File: src/rtl/piece_motion_scheduler.sv
// Frame-synchronous motion sequencer for the falling 2x3 piece: gravity drops plus player moves.
// Offsets update one cycle after the oFrame strobe; button presses are held pending until serviced.
module piece_motion_scheduler #(
  parameter int STEP            = 32,
  parameter int X_INIT          = 96,
  parameter int X_MAX           = 192,
  parameter int Y_MAX           = 96,
  parameter int FRAMES_PER_DROP = 30
) (
  input  logic       Clock,
  input  logic       Reset,
  input  logic       iVsync,
  input  logic       iStart,
  input  logic       iBtnLeft,
  input  logic       iBtnRight,
  input  logic       iBtnDown,
  output logic [9:0] oXOffset,
  output logic [9:0] oYOffset,
  output logic       oLanded,
  output logic       oFrame
);

  localparam int CW = (FRAMES_PER_DROP > 2) ? $clog2(FRAMES_PER_DROP) : 1;
  localparam logic [9:0]    STEP_W   = 10'(STEP);
  localparam logic [9:0]    X_INIT_W = 10'(X_INIT);
  localparam logic [9:0]    X_MAX_W  = 10'(X_MAX);
  localparam logic [9:0]    Y_MAX_W  = 10'(Y_MAX);
  localparam logic [CW-1:0] DROP_DUE = CW'(FRAMES_PER_DROP - 1);

  typedef enum logic [1:0] {IDLE, FALLING, LANDED} state_t;

  // button vectors are ordered {down, right, left}
  logic       vs_s1, vs_s2, vs_d;
  logic [2:0] btn_s1, btn_s2, btn_d;
  logic [2:0] btn_rise;

  state_t        state;
  logic [CW-1:0] drop_cnt;
  logic          pend_left, pend_right, pend_down;

  assign btn_rise = btn_s2 & ~btn_d;

  // vsync idles high, so its synchronizer resets high to avoid a spurious frame strobe
  always_ff @(posedge Clock) begin
    if (Reset) begin
      vs_s1  <= 1'b1;
      vs_s2  <= 1'b1;
      vs_d   <= 1'b1;
      btn_s1 <= 3'b000;
      btn_s2 <= 3'b000;
      btn_d  <= 3'b000;
      oFrame <= 1'b0;
    end else begin
      vs_s1  <= iVsync;
      vs_s2  <= vs_s1;
      vs_d   <= vs_s2;
      btn_s1 <= {iBtnDown, iBtnRight, iBtnLeft};
      btn_s2 <= btn_s1;
      btn_d  <= btn_s2;
      oFrame <= vs_d & ~vs_s2;
    end
  end

  always_ff @(posedge Clock) begin
    if (Reset) begin
      state      <= IDLE;
      oXOffset   <= X_INIT_W;
      oYOffset   <= 10'd0;
      oLanded    <= 1'b0;
      drop_cnt   <= '0;
      pend_left  <= 1'b0;
      pend_right <= 1'b0;
      pend_down  <= 1'b0;
    end else begin
      case (state)
        IDLE, LANDED: begin
          pend_left  <= 1'b0;
          pend_right <= 1'b0;
          pend_down  <= 1'b0;
          if (iStart) begin
            state    <= FALLING;
            oXOffset <= X_INIT_W;
            oYOffset <= 10'd0;
            oLanded  <= 1'b0;
            drop_cnt <= '0;
          end
        end

        FALLING: begin
          if (oFrame) begin
            if (drop_cnt == DROP_DUE) begin
              drop_cnt <= '0;
              if (oYOffset < Y_MAX_W) begin
                oYOffset <= oYOffset + STEP_W;
              end else begin
                state   <= LANDED;
                oLanded <= 1'b1;
              end
            end else begin
              drop_cnt <= drop_cnt + CW'(1);
              if (pend_down) begin
                pend_down <= 1'b0;
                if (oYOffset < Y_MAX_W) begin
                  oYOffset <= oYOffset + STEP_W;
                  drop_cnt <= '0;
                end else begin
                  state   <= LANDED;
                  oLanded <= 1'b1;
                end
              end else if (pend_left && pend_right) begin
                pend_left  <= 1'b0;
                pend_right <= 1'b0;
              end else if (pend_left) begin
                pend_left <= 1'b0;
                if (oXOffset > 10'd0) oXOffset <= oXOffset - STEP_W;
              end else if (pend_right) begin
                pend_right <= 1'b0;
                if (oXOffset < X_MAX_W) oXOffset <= oXOffset + STEP_W;
              end
            end
          end
          // a fresh edge wins over a same-cycle service clear; it is handled next frame
          if (btn_rise[0]) pend_left  <= 1'b1;
          if (btn_rise[1]) pend_right <= 1'b1;
          if (btn_rise[2]) pend_down  <= 1'b1;
        end

        default: state <= IDLE;
      endcase
    end
  end

endmodule

File: config.mk
export PLATFORM = sky130hd
export DESIGN_NAME = piece_motion_scheduler
export DESIGN_NICKNAME = d
export VERILOG_FILES = /design/src/rtl/piece_motion_scheduler.sv
export SDC_FILE = /design/constraint.sdc
export NUM_CORES = 1
export LEC_CHECK = 0
export ABC_AREA = 1
export CORE_MARGIN = 4
export CORE_UTILIZATION = 45
export CTS_CLUSTER_SIZE = 20
export DETAILED_ROUTE_END_ITERATION = 10
export DONT_BUFFER_PORTS = 1
export GPL_TIMING_DRIVEN = 0
export PLACE_DENSITY_LB_ADDON = 0.05
export RECOVER_POWER = 100
export SLEW_MARGIN = 10
export SYNTH_ARGS = -nofsm -noshare
export SYNTH_HDL_FRONTEND = slang
export SYNTH_SLANG_ARGS = --single-unit
File: constraint.sdc
create_clock -name Clock -period 1.9 [get_ports Clock]
set_input_delay 0.095 -clock Clock [delete_from_list [all_inputs] [get_ports Clock]]
set_output_delay 0.095 -clock Clock [all_outputs]
set_load 0.02 [all_outputs]
* Word-level counts from Yosys, hierarchy flattened *
Cells that the tools add are included.

word-level totals
  register bits = 44
  bits of input ports = 7
  output and inout bits = 22
  logic and storage cells = 108

cells by class
  bitwise gates (word level) = 4
  mux-type cells = 50
  reductions and logical operators = 11
  $lt $le $gt $ge = 3
  equal/unequal tests = 21
  add/sub/neg operators = 4

operator list
  cell                     count
  $mux W10                 14
  $pmux W10 S2             2
  $ne A3 B3 Y1 const B     12
  $mux W5                  5
  $add A10 B6 Y10 const B  2
  $mux W1                  18
  $gt A10 B1 Y1 const B    1
  $lt A10 B7 Y1 const B    1
  $lt A10 B8 Y1 const B    1
  $mux W2                  5
  $ne A2 B2 Y1 const B     5
  $pmux W5 S2              1
  $sub A10 B6 Y10 const B  1
  $reduce_and A3 Y1        3
  $reduce_and A9 Y1        1
  $pmux W1 S2              4
  $reduce_and A4 Y1        2
  $add A5 B1 Y5 const B    1
  $eq A5 B5 Y1 const B     1
  $reduce_and A5 Y1        1
  $ne A4 B4 Y1 const B     1
  $pmux W2 S2              1
  $and A3 B3 Y3            1
  $not A3 Y3               1
  other kinds (8)          8

* Depth between registers and ports, before layout *
Gate-level depths: netlist (run 1).

  depth in word-level cells = 9
  gate-level depth with buffers = 12
  gate-level depth less buffers = 12

* Worst setup path before layout (run 1) *
Ideal clock, no wire load.

  kind = register -> register
  start point = reg oXOffset[6]
  end point = reg oXOffset[6]
  arrival time = 1393 ps
  data required time = 1767 ps
  setup time = 133 ps
  stages on the path, launching flop included = 5
  path slack = 374 ps
  path buffers = 0
  path through = dfxtp_1 fa_1 or2_2 nand3_1 nand3_1

on the way
  word-level cells in the longest chain between the ends = 9

RTL lines
  element                 line  text
  from (decl)             17    output logic [9:0] oXOffset,
  from (signal assigned)  115   if (oXOffset > 10'd0) oXOffset <= oXOffset - STEP_W;
  from (signal assigned)  118   if (oXOffset < X_MAX_W) oXOffset <= oXOffset + STEP_W;
  $add A10 B6 Y10         118
  $mux W10                118
  $mux W10                116   end else if (pend_right) begin
  $mux W10                113   end else if (pend_left) begin
  $mux W10                110   end else if (pend_left && pend_right) begin
  $mux W10                101   if (pend_down) begin
  $mux W10                91    if (drop_cnt == DROP_DUE) begin
  $mux W10                90    if (oFrame) begin
  $pmux W10 S2            75    case (state)

Parallel ways exist; a longest one is shown, timed or not. The select of a mux whose other input is x is not followed.
A chain may end at the register's enable or synchronous reset.

* Worst setup path in the final report (run 1) *
  start point = reg drop_cnt[1]
  end point = reg oXOffset[6]

on the way
  word-level cells in the longest chain between the ends = 3

RTL lines
  element                      line  text
  from (decl)                  38    logic [CW-1:0] drop_cnt;
  from (signal assigned)       100   drop_cnt <= drop_cnt + CW'(1);
  $eq A5 B5 Y1                 91
  $ne A2 B2 Y1 (no line)       --
  $reduce_and A9 Y1 (no line)  --

No other way between the ends.

==> run summary, run 1 <==
For this block, the initial DRC count from the detailed router was 41. The instance count of the mapped netlist is 230. The tools report the count of unresolved DRC violations after routing as 0. Leaving out fill and tap cells, the most frequent cell in the layout is sky130_fd_sc_hd__nand2_1. The share of flip-flops with an asynchronous set or reset was 0.

The chip height was 69.4 um; the total length of routed wires was 3.23 mm. The H-tree generated during clock tree synthesis spans 2 levels. Setup repair after global routing left no endpoint under its margin.

The layout-stage area growth over the synthesis result is 12.6%, and the maximum clock frequency is 601 MHz. The power per cell area is 1010 mW/mm^2, and the number of library cell types mapped by synthesis is 35. For the count of synthesis-stage warnings from yosys, the log shows 0.

The number of detailed-route iterations in the first pass was 4. In the layout the commonest cells are 46 x sky130_fd_sc_hd__nand2_1, 34 x sky130_fd_sc_hd__dfxtp_1, 31 x sky130_fd_sc_hd__inv_1. The number of sinks driven by the clock tree was 34. In this run, synthesis inferred 0 flip-flops with an integrated enable.

The number of CTS-inserted buffers is 5. The cell type with the largest total area after synthesis is sky130_fd_sc_hd__dfxtp_1. Across all setup checks in the final design, the least slack found is 0.235 ns. The data required time of the worst path was 2.05 ns. In this run the critical register-to-register path is launched from drop_cnt[1]$_SDFFE_PP0P_. The fraction of post-synthesis cell area in the top cell type by area works out to 0.401. The routed wire length per instance is 10.8 um. The tools report the maximum VDD drop as 0.000550 V.

TritonCTS built the clock tree. Clock tree synthesis selected as its root buffer the cell sky130_fd_sc_hd__clkbuf_8. The number of flip-flops and latches in the synthesized netlist is 34, and the clock tree skew after final layout is 0.00147 ns. The core region area was 0.00366 sq mm; the die outline area was 0.00482 sq mm. The endpoint kind of the worst setup timing path is a flip-flop. After synthesis, the cell types taking the most area are sky130_fd_sc_hd__dfxtp_1 40%, sky130_fd_sc_hd__nand2_1 10%, sky130_fd_sc_hd__inv_1 6.6%, sky130_fd_sc_hd__nor2_1 5.5%, sky130_fd_sc_hd__a21oi_1 5.3%. Hold path depth: 3. The routability-driven placement congestion ratio is 0.821. The deepest clock path buffer count came out at 2. The die is 69.4 um wide.

Post-synthesis sequential area ratio: 0.401. Worst-path cell with the longest stage delay: sky130_fd_sc_hd__dfxtp_1. The share of cells above drive strength 1 works out to 0.135. The I/O pin count came out at 29.

The post-detailed-route count of antenna-violating nets is 0, and the minimum clock period after layout is 1.66 ns. After the last flow step, the layout net total stands at 264. The number of antenna violations at the first check in global routing is 0, and the first-pass GRT wire length is 5.49 mm. The leftover overflow at the end of global routing is 0, and the mean post-synth cell area is 7.39 sq um. Detailed routing inserted a total of 1372 vias. The run gives 11 as the largest net degree at the start of global routing. The run gives 370 as the number of filler cells placed in the layout. Traced cell by cell, the critical path runs through inv_1 -> ha_1 -> nand2_1 -> inv_1 -> nand2_1 -> nand3_1 -> nor2_1 -> nand2_1 -> nand2_2 -> nand2_1 -> nand2_1 -> nand3_1.

Share of the clock period used by the worst path after layout: 0.876. The worst hold path begins at Reset. The prevailing post-synth register cell was sky130_fd_sc_hd__dfxtp_1. Setup total negative slack on the finished layout was measured at 0 ns. The placement row count is 22. STA classifies the critical path startpoint as a flip-flop.

The tools report the aggregate global-route resource usage as 0.140. Number of cells traversed by the worst register-to-register path: 12. By instance count, the cell type seen most on the critical path is sky130_fd_sc_hd__nand2_1.

The run gives 0 as the number of endpoints with negative hold slack in the final report. The final-report max-slew violation count is 0, and the number of maximum-capacitance violations is 0. The most critical setup path has its startpoint at drop_cnt[1]$_SDFFE_PP0P_. The repair_antennas step left the layout with diodes totalling 0. Detailed placement finished with a half-perimeter wire length of 2.38 mm. During placement, the flow inserted port buffers numbering 0. Initial core utilization: 0.464. The cell area that synthesis handed to floorplanning was 0.00170 sq mm. The type of the worst setup path was flip-flop to flip-flop. The logs give 0 for the final number of setup-violating endpoints and 1215 for the via count of the first global-routing pass. For the number of buffers inserted to repair setup after CTS, the log shows 0.

The run finished with clean final reports. The max-slew headroom at the worst pin came out at 0.638. At the pin with the least slew margin, the transition time is 0.543 ns. For hold timing, the worst endpoint is drop_cnt[3]$_SDFFE_PP0P_.

Via-per-instance ratio: 4.59. The worst slack at placement came out at 0.223 ns. In this run the worst path has a maximum fanout of 9. Data on the critical path arrives at its endpoint at 1.81 ns. Summed over all cells, the static leakage comes to 0.877 nW. The worst register-to-register path ends at oXOffset[6]$_SDFFE_PP1P_.

The clock latency of the later-clocked register in the worst-skew pair was 0.28 ns; the largest stage delay on the critical path was 0.38 ns. Setup slack on the worst reg-to-reg path comes out at 0.24 ns. Path category of the worst min-delay check: input pin to flip-flop.

Clock-pin slew was measured on the worst setup and hold paths at 0.07 ns.
-- worst max-delay path by stage --
stage / end / slack (ns)
floorplan: oXOffset[6]$_SDFFE_PP1P_ / 0.37
global placement: oXOffset[6]$_SDFFE_PP1P_ / 0.21
detailed placement: oXOffset[6]$_SDFFE_PP1P_ / 0.22
CTS: oXOffset[5]$_SDFFE_PP1P_ / 0.21
global route: oXOffset[6]$_SDFFE_PP1P_ / 0.05
finish: oXOffset[6]$_SDFFE_PP1P_ / 0.24
-- kinds of logic (layout without fill, tap and decap cells) --
| group | count (synthesis) | in the layout | synth area share |
|---|---|---|---|
| AND/OR/NAND/NOR | 102 | 102 | 0.270 |
| AO/OA/AOI/OAI | 35 | 35 | 0.122 |
| adder cells (fa/ha/maj) | 7 | 7 | 0.0560 |
| XOR/XNOR | 1 | 1 | 0.00516 |
| other | 1 | 10 | 0.00221 |
| flip-flops | 34 | 34 | 0.401 |
| buffers and inverters | 50 | 62 | 0.144 |
-- cell type report --
type,count,area [sq um],area share
multi-input cells,155,796,0.416
well taps,48,60.1,0.0314
repair buffers,4,40.0,0.0209
clock inverters,1,5.00,0.00262
flip-flops and latches,34,681,0.356
plain buffers,15,103,0.0536
clock buffers,7,86.3,0.0451
inverters,35,143,0.0746
-- repair_timing --
item,4_1_cts,5_1_grt
gates resized for setup,0,0
endpoints found under the hold margin,4,0
hold buffers,4,0
-- Yosys cell counts (all sizes together) (3+ instances only) --
cell type,count
nand2,50
dfxtp,34
inv,34
nor2,27
a21oi,20
nand3,17
buf,14
o21ai,9
ha,6
or2,4
nand4,3
-- state kept, by name (all words and copies together) (netlist names), 2 cells and up --
name      flops
drop_cnt      5
oXOffset      5
state         2
btn_s2        3
oYOffset      5
btn_d         3
btn_s1        3
-- power breakdown --
| group | internal, W | leakage, nW | switching, W |
|---|---|---|---|
| Combinational | 0.000191 | 0.551 | 0.000322 |
| Sequential | 0.000773 | 0.278 | 0.000104 |
| Clock | 0.000292 | 0.0482 | 0.000251 |
| Total | 0.00126 | 0.877 | 0.000677 |
-- critical path: cells and delay by family (launching register included) --
kind,cells,cell delay [ns]
and+or+nand+nor,9,0.85
DFF,1,0.38
adders and majority gates,1,0.19
buffers and inverters,2,0.11
-- per-stage QoR --
step	hold WS, ns	utilization	instances	area [sq um]	total power (W)
floorplan	0.199	-	239	1730	0.00132
global placement	0.202	0.490	287	1790	0.00142
detailed placement	0.203	0.490	287	1790	0.00142
CTS	0.0483	0.526	299	1920	0.00198
global route	0.0730	0.523	299	1910	0.00208
finish	0.0522	0.523	299	1910	0.00193
-- per-layer routing --
metal	track usage	up-vias	wire, um
met2	0.232	22	1520
met5	0	-	0
met1	0.165	604	1500
li1	-	744	-
met3	0.0565	2	187
met4	0.0456	0	13
No activity file was read; power rests on OpenSTA's default activity.
==> inputs of run 2 (changes only) <==
--- a/config.mk
+++ b/config.mk
@@ -7,7 +7,7 @@
 export LEC_CHECK = 0
 export ABC_AREA = 1
 export CORE_MARGIN = 4
-export CORE_UTILIZATION = 45
+export CORE_UTILIZATION = 51
 export CTS_CLUSTER_SIZE = 20
 export DETAILED_ROUTE_END_ITERATION = 10
 export DONT_BUFFER_PORTS = 1
==> run summary, run 2 (synthesized netlist as in run 1, its figures left out) <==
The number of antenna violations at the first check in global routing is 0 (unchanged), and the via count of the first global-routing pass is 1439 (was 1215). The chip height works out to 65.7 um (was 69.4 um). The die outline area is 0.00432 sq mm (was 0.00482 sq mm), and the number of buffers inserted to repair setup after CTS is 0 (unchanged).

The final number of setup-violating endpoints is 0 (unchanged). Share of the clock period used by the worst path after layout: 0.908 (was 0.876). The run gives 2 (unchanged) as the deepest level of the CTS H-tree. Most frequent cells in the layout: 46 x sky130_fd_sc_hd__nand2_1, 33 x sky130_fd_sc_hd__dfxtp_1, 31 x sky130_fd_sc_hd__inv_1 (was 46 x sky130_fd_sc_hd__nand2_1, 34 x sky130_fd_sc_hd__dfxtp_1, 31 x sky130_fd_sc_hd__inv_1).

Via count: 1442 (was 1372). The data arrival time of the critical path is 1.93 ns (was 1.81 ns), and the share of cells above drive strength 1 is 0.147 (was 0.135). The path category of the worst min-delay check was input pin to flip-flop (unchanged).

The count of unresolved DRC violations after routing came out at 0 (unchanged). The number of maximum-capacitance violations is 0 (unchanged). The number of endpoints with negative hold slack in the final report is 0 (unchanged).

The tools report the routability-driven placement congestion ratio as 0.778 (was 0.821). The power per cell area was 1080 mW/mm^2 (was 1010 mW/mm^2); the I/O pin count was 29 (unchanged). The final worst setup slack came out at 0.174 ns (was 0.235 ns). Worst-path cell with the longest stage delay: sky130_fd_sc_hd__dfxtp_2 (was sky130_fd_sc_hd__dfxtp_1). The run gives 0.0123 ns (was 0.00147 ns) as the clock tree skew after final layout. Cells along the critical path: inv_1 -> ha_1 -> nand2_1 -> inv_1 -> nand2_1 -> nand3_1 -> nor2_1 -> nand2_1 -> nand2_2 -> nand2_1 -> nand2_1 -> nand3_1 (unchanged). For the total length of routed wires, the log shows 3.34 mm (was 3.23 mm). The post-detailed-route count of antenna-violating nets was 0 (unchanged). The via-per-instance ratio was 4.87 (was 4.59). The placement row count is 20 (was 22). Endpoint kind of the worst setup timing path: a flip-flop (unchanged). The minimum clock period after layout is 1.73 ns (was 1.66 ns), and the final sum of negative setup slack is 0 ns (unchanged).

The logs give 5 (was 4) for the number of detailed-route iterations in the first pass and 0 (unchanged) for the final-report max-slew violation count. The gate family responsible for the most delay along the worst path was simple AND/OR/NAND/NOR gates (unchanged). Registers with the highest flip-flop counts: drop_cnt: 5 flops, oXOffset: 5 flops, oYOffset: 5 flops (unchanged). The type of the worst setup path is flip-flop to flip-flop (unchanged). The worst slack at placement is 0.189 ns (was 0.223 ns).

The deepest clock path buffer count is 2 (unchanged), and the largest stage delay on the critical path is 0.37 ns (was 0.38 ns). The aggregate global-route resource usage came out at 0.178 (was 0.140). The detailed placement HPWL was 2.54 mm (was 2.38 mm).

The first-pass GRT wire length is 5.96 mm (was 5.49 mm). The initial core utilization came out at 0.543 (was 0.464). The run gives 12 (was 11) as the largest net degree at the start of global routing. The layout-stage area growth over the synthesis result is 14.4% (was 12.6%), and the data required time of the worst path is 2.10 ns (was 2.05 ns).

Leftover overflow at the end of global routing: 0 (unchanged). For the maximum clock frequency, the log shows 579 MHz (was 601 MHz). The routed wire length per instance is 11.3 um (was 10.8 um), and the core region area is 0.00313 sq mm (was 0.00366 sq mm).

TritonCTS built the clock tree. Clock latency of the later-clocked register in the worst-skew pair: 0.34 ns (was 0.28 ns). The largest fanout on the critical path was 9 (unchanged).

The run gives 87 (was 41) as the DRC marker count from the first detailed-route iteration. For the count of nets after finishing, the log shows 265 (was 264). The commonest non-fill, non-tap cell in the layout is sky130_fd_sc_hd__nand2_1 (unchanged).

The maximum VDD drop was 0.000776 V (was 0.000550 V). Setup repair after global routing left no endpoint under its margin. The kind of start point of the critical path was a flip-flop (unchanged).

The die boundary width came out at 65.7 um (was 69.4 um). The tools report the clock root buffer master as sky130_fd_sc_hd__clkbuf_4 (was sky130_fd_sc_hd__clkbuf_8). The cell leakage power was 0.892 nW (was 0.877 nW).

The number of CTS-inserted buffers was 5 (unchanged). The count of inserted antenna diode cells is 0 (unchanged), and the number of sinks driven by the clock tree is 34 (unchanged). The count of input and output buffers is 0 (unchanged). The buffering stage count on the worst path with inverters included came out at 2 (unchanged). The clock-pin transition on the worst setup and hold timing paths is 0.11 ns (was 0.07 ns).

The run finished with clean final reports. The most repeated library cell on the critical path was sky130_fd_sc_hd__nand2_1 (unchanged).
[run 2: per-layer routing]
layer | vias to the layer above | global-route usage | part of all wire
met4 | 0 | 0.0648 | 0.0096
met3 | 4 | 0.0650 | 0.062
met2 | 25 | 0.322 | 0.51
met5 | - | 0 | 0
li1 | 747 | - | -
met1 | 666 | 0.185 | 0.42
[run 2: path summary, 6_finish.rpt]
path,endpoint,from,slack [ns],cells after the start
setup reg to reg,oXOffset[5]$_SDFFE_PP1P_,drop_cnt[1]$_SDFFE_PP0P_,0.17,12
hold reg to reg,btn_s2[0]$_SDFF_PP0_,btn_s1[0]$_SDFF_PP0_,0.39,2
setup / recovery,oXOffset[5]$_SDFFE_PP1P_,drop_cnt[1]$_SDFFE_PP0P_,0.17,12
hold / removal,state[1]$_SDFFE_PP0P_,iStart,0.03,3
[run 2: layout make-up]
cell class | instances | area [sq um]
clock buffers | 6 | 51.3
multi-input cells | 155 | 800
well taps | 44 | 55.1
clock inverters | 2 | 60.1
fillers | 294 | 1180
repair buffers | 5 | 50.0
flip-flops and latches | 34 | 682
plain buffers | 15 | 103
inverters | 35 | 143
[run 2: tightest hold or removal path, stage by stage]
cell and delay [ns]:
sky130_fd_sc_hd__nor2_1 0.03, sky130_fd_sc_hd__o21ai_0 0.15, sky130_fd_sc_hd__a21oi_1 0.04
[run 2: through the flow]
| step | hold slack, ns | instance area [sq um] | power (W) | std cells | utilization |
|---|---|---|---|---|---|
| 5_1_grt | 0.0484 | 1940 | 0.00222 | 296 | 0.621 |
| 6_report | 0.0317 | 1940 | 0.00209 | 296 | 0.621 |
| 2_1_floorplan | 0.199 | 1730 | 0.00132 | 239 | - |
| 3_3_place_gp | 0.201 | 1790 | 0.00140 | 283 | 0.572 |
| 3_5_place_dp | 0.201 | 1790 | 0.00142 | 283 | 0.572 |
| 4_1_cts | 0.00982 | 1950 | 0.00213 | 296 | 0.623 |
[run 2: what timing repair did]
item                       in CTS  in global routing
hold endpoints to repair        8                  0
setup endpoints to repair       0                  2
gates resized for setup         0                  1
hold buffers                    5                  0
[run 2: where the power goes]
group	internal [W]	total (W)	switching, W
logic	0.000195	0.000521	0.000325
clock network	0.000446	0.000685	0.000240
registers	0.000773	0.000883	0.000110
total	0.00141	0.00209	0.000675
==> inputs of run 3 (changes only) <==
==> constraint.sdc (replaced) <==
create_clock -name Clock -period 2.1 [get_ports Clock]
set_input_delay 0.105 -clock Clock [delete_from_list [all_inputs] [get_ports Clock]]
set_output_delay 0.105 -clock Clock [all_outputs]
set_load 0.02 [all_outputs]
==> run summary, run 3 (synthesized netlist as in run 1, its figures left out) <==
The minimum clock period after layout is 1.78 ns (was 1.73 ns). The logs give 0.543 (unchanged) for the initial core utilization and 295 (was 294) for the number of filler cells placed in the layout. The endpoint kind of the worst setup timing path was a flip-flop (unchanged).

The layout-stage area growth over the synthesis result is 14.3% (was 14.4%), and the number of sinks driven by the clock tree is 34 (unchanged). I/O pin count: 29 (unchanged). The number of instances in the placed design is 283 (unchanged), and the placement row count is 20 (unchanged). The logs give 265 (unchanged) for the count of nets after finishing and 561 MHz (was 579 MHz) for the maximum clock frequency. The tools report the final-report max-slew violation count as 0 (unchanged). The tools report the largest net degree at the start of global routing as 12 (unchanged). Path category of the worst min-delay check: input pin to flip-flop (unchanged).

The routed wire length per instance was 11.3 um (about the same); the power per cell area was 972 mW/mm^2 (was 1080 mW/mm^2). The largest stage delay on the critical path was 0.40 ns (was 0.37 ns); the final number of setup-violating endpoints was 0 (unchanged). The share of the clock period used by the worst path after layout is 0.848 (was 0.908). The count of unresolved DRC violations after routing came out at 0 (unchanged). The tools report the kind of start point of the critical path as a flip-flop (unchanged). TritonCTS built the clock tree. For the number of detailed-route iterations in the first pass, the log shows 5 (unchanged). The leftover overflow at the end of global routing was 0 (unchanged); the data required time of the worst path was 2.30 ns (was 2.10 ns). The multi-input logic area came out at 800 sq um (unchanged).

Most repeated library cell on the critical path: sky130_fd_sc_hd__nand2_1 (unchanged). Cells along the critical path: inv_1 -> ha_1 -> nand2_1 -> inv_1 -> nand2_1 -> nand3_1 -> nor2_1 -> nand2_1 -> nand2_2 -> nand2_1 -> nand2_1 -> nand3_1 (unchanged). Chip height: 65.7 um (unchanged). Type of the worst setup path: flip-flop to flip-flop (unchanged). The run gives 0 ns (unchanged) as the final sum of negative setup slack.

The clock latency of the later-clocked register in the worst-skew pair came out at 0.34 ns (about the same). The core region area is 0.00313 sq mm (unchanged). Aggregate global-route resource usage: 0.178 (unchanged).

Largest fanout on the critical path: 9 (unchanged). The run gives 0 (unchanged) as the number of buffers inserted to repair setup after CTS. The die outline area is 0.00432 sq mm (unchanged).

The cell leakage power was 0.891 nW (was 0.892 nW). The deepest level of the CTS H-tree was 2 (unchanged); the post-detailed-route count of antenna-violating nets was 0 (unchanged). The tools report the launch point of the worst hold path as iStart (unchanged). The via count came out at 1443 (was 1442). Count of input and output buffers: 0 (unchanged).

The first-pass GRT wire length is 5.96 mm (unchanged), and the number of antenna violations at the first check in global routing is 0 (unchanged). Cell area after placement: 0.00179 sq mm (unchanged). The via-per-instance ratio was 4.88 (was 4.87); the number of CTS-inserted buffers was 5 (unchanged).

The run gives 3.33 mm (was 3.34 mm) as the total length of routed wires. Most frequent cells in the layout: 46 x sky130_fd_sc_hd__nand2_1, 34 x sky130_fd_sc_hd__dfxtp_1, 31 x sky130_fd_sc_hd__inv_1 (was 46 x sky130_fd_sc_hd__nand2_1, 33 x sky130_fd_sc_hd__dfxtp_1, 31 x sky130_fd_sc_hd__inv_1). The share of cells above drive strength 1 works out to 0.143 (was 0.147). The final instance area was 0.00194 sq mm (about the same).

The die boundary width works out to 65.7 um (unchanged). The routability-driven placement congestion ratio is 0.778 (unchanged), and the clock-pin transition on the worst setup and hold timing paths is 0.11 ns (about the same). Worst-path cell with the longest stage delay: sky130_fd_sc_hd__dfxtp_1 (was sky130_fd_sc_hd__dfxtp_2). Registers with the highest flip-flop counts: drop_cnt: 5 flops, oXOffset: 5 flops, oYOffset: 5 flops (unchanged). The data arrival time of the critical path came out at 1.99 ns (was 1.93 ns). The DRC marker count from the first detailed-route iteration is 85 (was 87), and the number of maximum-capacitance violations is 0 (unchanged). For the number of gates resized after cts, the log shows 0 (unchanged).

The run finished with clean final reports. The commonest non-fill, non-tap cell in the layout was sky130_fd_sc_hd__nand2_1 (unchanged). For the cts-stage hold buffer count, the log shows 5 (unchanged).

The count of inserted antenna diode cells is 0 (unchanged), and the deepest clock path buffer count is 2 (unchanged). The logs give 1439 (unchanged) for the via count of the first global-routing pass and 0 (unchanged) for the number of endpoints with negative hold slack in the final report. Worst setup path startpoint: drop_cnt[1]$_SDFFE_PP0P_ (unchanged).

The tools report the worst flop-to-flop path startpoint as drop_cnt[1]$_SDFFE_PP0P_ (unchanged). The logs give 2.54 mm (unchanged) for the detailed placement HPWL and 296 (unchanged) for the final instance count without filler cells. The tools report the maximum VDD drop as 0.000702 V (was 0.000776 V). The clock tree skew after final layout came out at 0.0123 ns (about the same). The register area is 681 sq um (was 682 sq um). Setup repair after global routing left no endpoint under its margin. The clock root buffer master is sky130_fd_sc_hd__clkbuf_4 (unchanged).
## run 3: cell types whose count changed in the layout (fill, tap and decap cells not counted)
cell                       delta
sky130_fd_sc_hd__clkbuf_1     -1
sky130_fd_sc_hd__dfxtp_2      -1
sky130_fd_sc_hd__buf_1        +1
sky130_fd_sc_hd__dfxtp_1      +1
## run 3: layout make-up
cell class,count,area share
multi-input combinational,155,0.412
sequential,34,0.351
inverter,35,0.0735
buffer,15,0.0528
clock inverter,2,0.0309
tap,44,0.0284
clock buffer,6,0.0264
timing repair buffer,5,0.0258
## run 3: path summary, 6_finish.rpt
path	to	slack (ns)	depth (start not counted)
setup / recovery	oXOffset[5]$_SDFFE_PP1P_	0.32	12
hold / removal	state[1]$_SDFFE_PP0P_	0.04	3
setup reg to reg	oXOffset[5]$_SDFFE_PP1P_	0.32	12
hold reg to reg	btn_s2[0]$_SDFF_PP0_	0.39	2
## run 3: worst max-delay path, delay by kind of cell, from the launching register on
family	cells	cell delay, ns
buffers and inverters	2	0.14
and+or+nand+nor	9	0.91
DFF	1	0.40
adders and majority gates	1	0.18
## run 3: where the power goes
| part | internal (W) | total, W | switching (W) |
|---|---|---|---|
| combinational | 0.000177 | 0.000471 | 0.000294 |
| clock | 0.000403 | 0.000617 | 0.000214 |
| sequential | 0.000699 | 0.000799 | 0.0000999 |
## run 3: metal layers
| layer | wire (um) | share of wire | global-route usage | up-vias |
|---|---|---|---|---|
| met5 | 0 | 0 | 0 | - |
| met4 | 32 | 0.0096 | 0.0648 | 0 |
| met3 | 202 | 0.061 | 0.0650 | 4 |
| met2 | 1690 | 0.51 | 0.322 | 25 |
| met1 | 1400 | 0.42 | 0.185 | 667 |
| li1 | - | - | - | 747 |
## run 3: stage by stage
stage / power (W) / hold slack [ns] / utilization / setup slack, ns
3_5_place_dp: 0.00129 / 0.211 / 0.572 / 0.389
4_1_cts: 0.00192 / 0.0198 / 0.623 / 0.328
5_1_grt: 0.00201 / 0.0584 / 0.621 / 0.151
2_1_floorplan: 0.00119 / 0.209 / - / 0.574
6_report: 0.00189 / 0.0438 / 0.621 / 0.319
3_3_place_gp: 0.00127 / 0.211 / 0.572 / 0.478
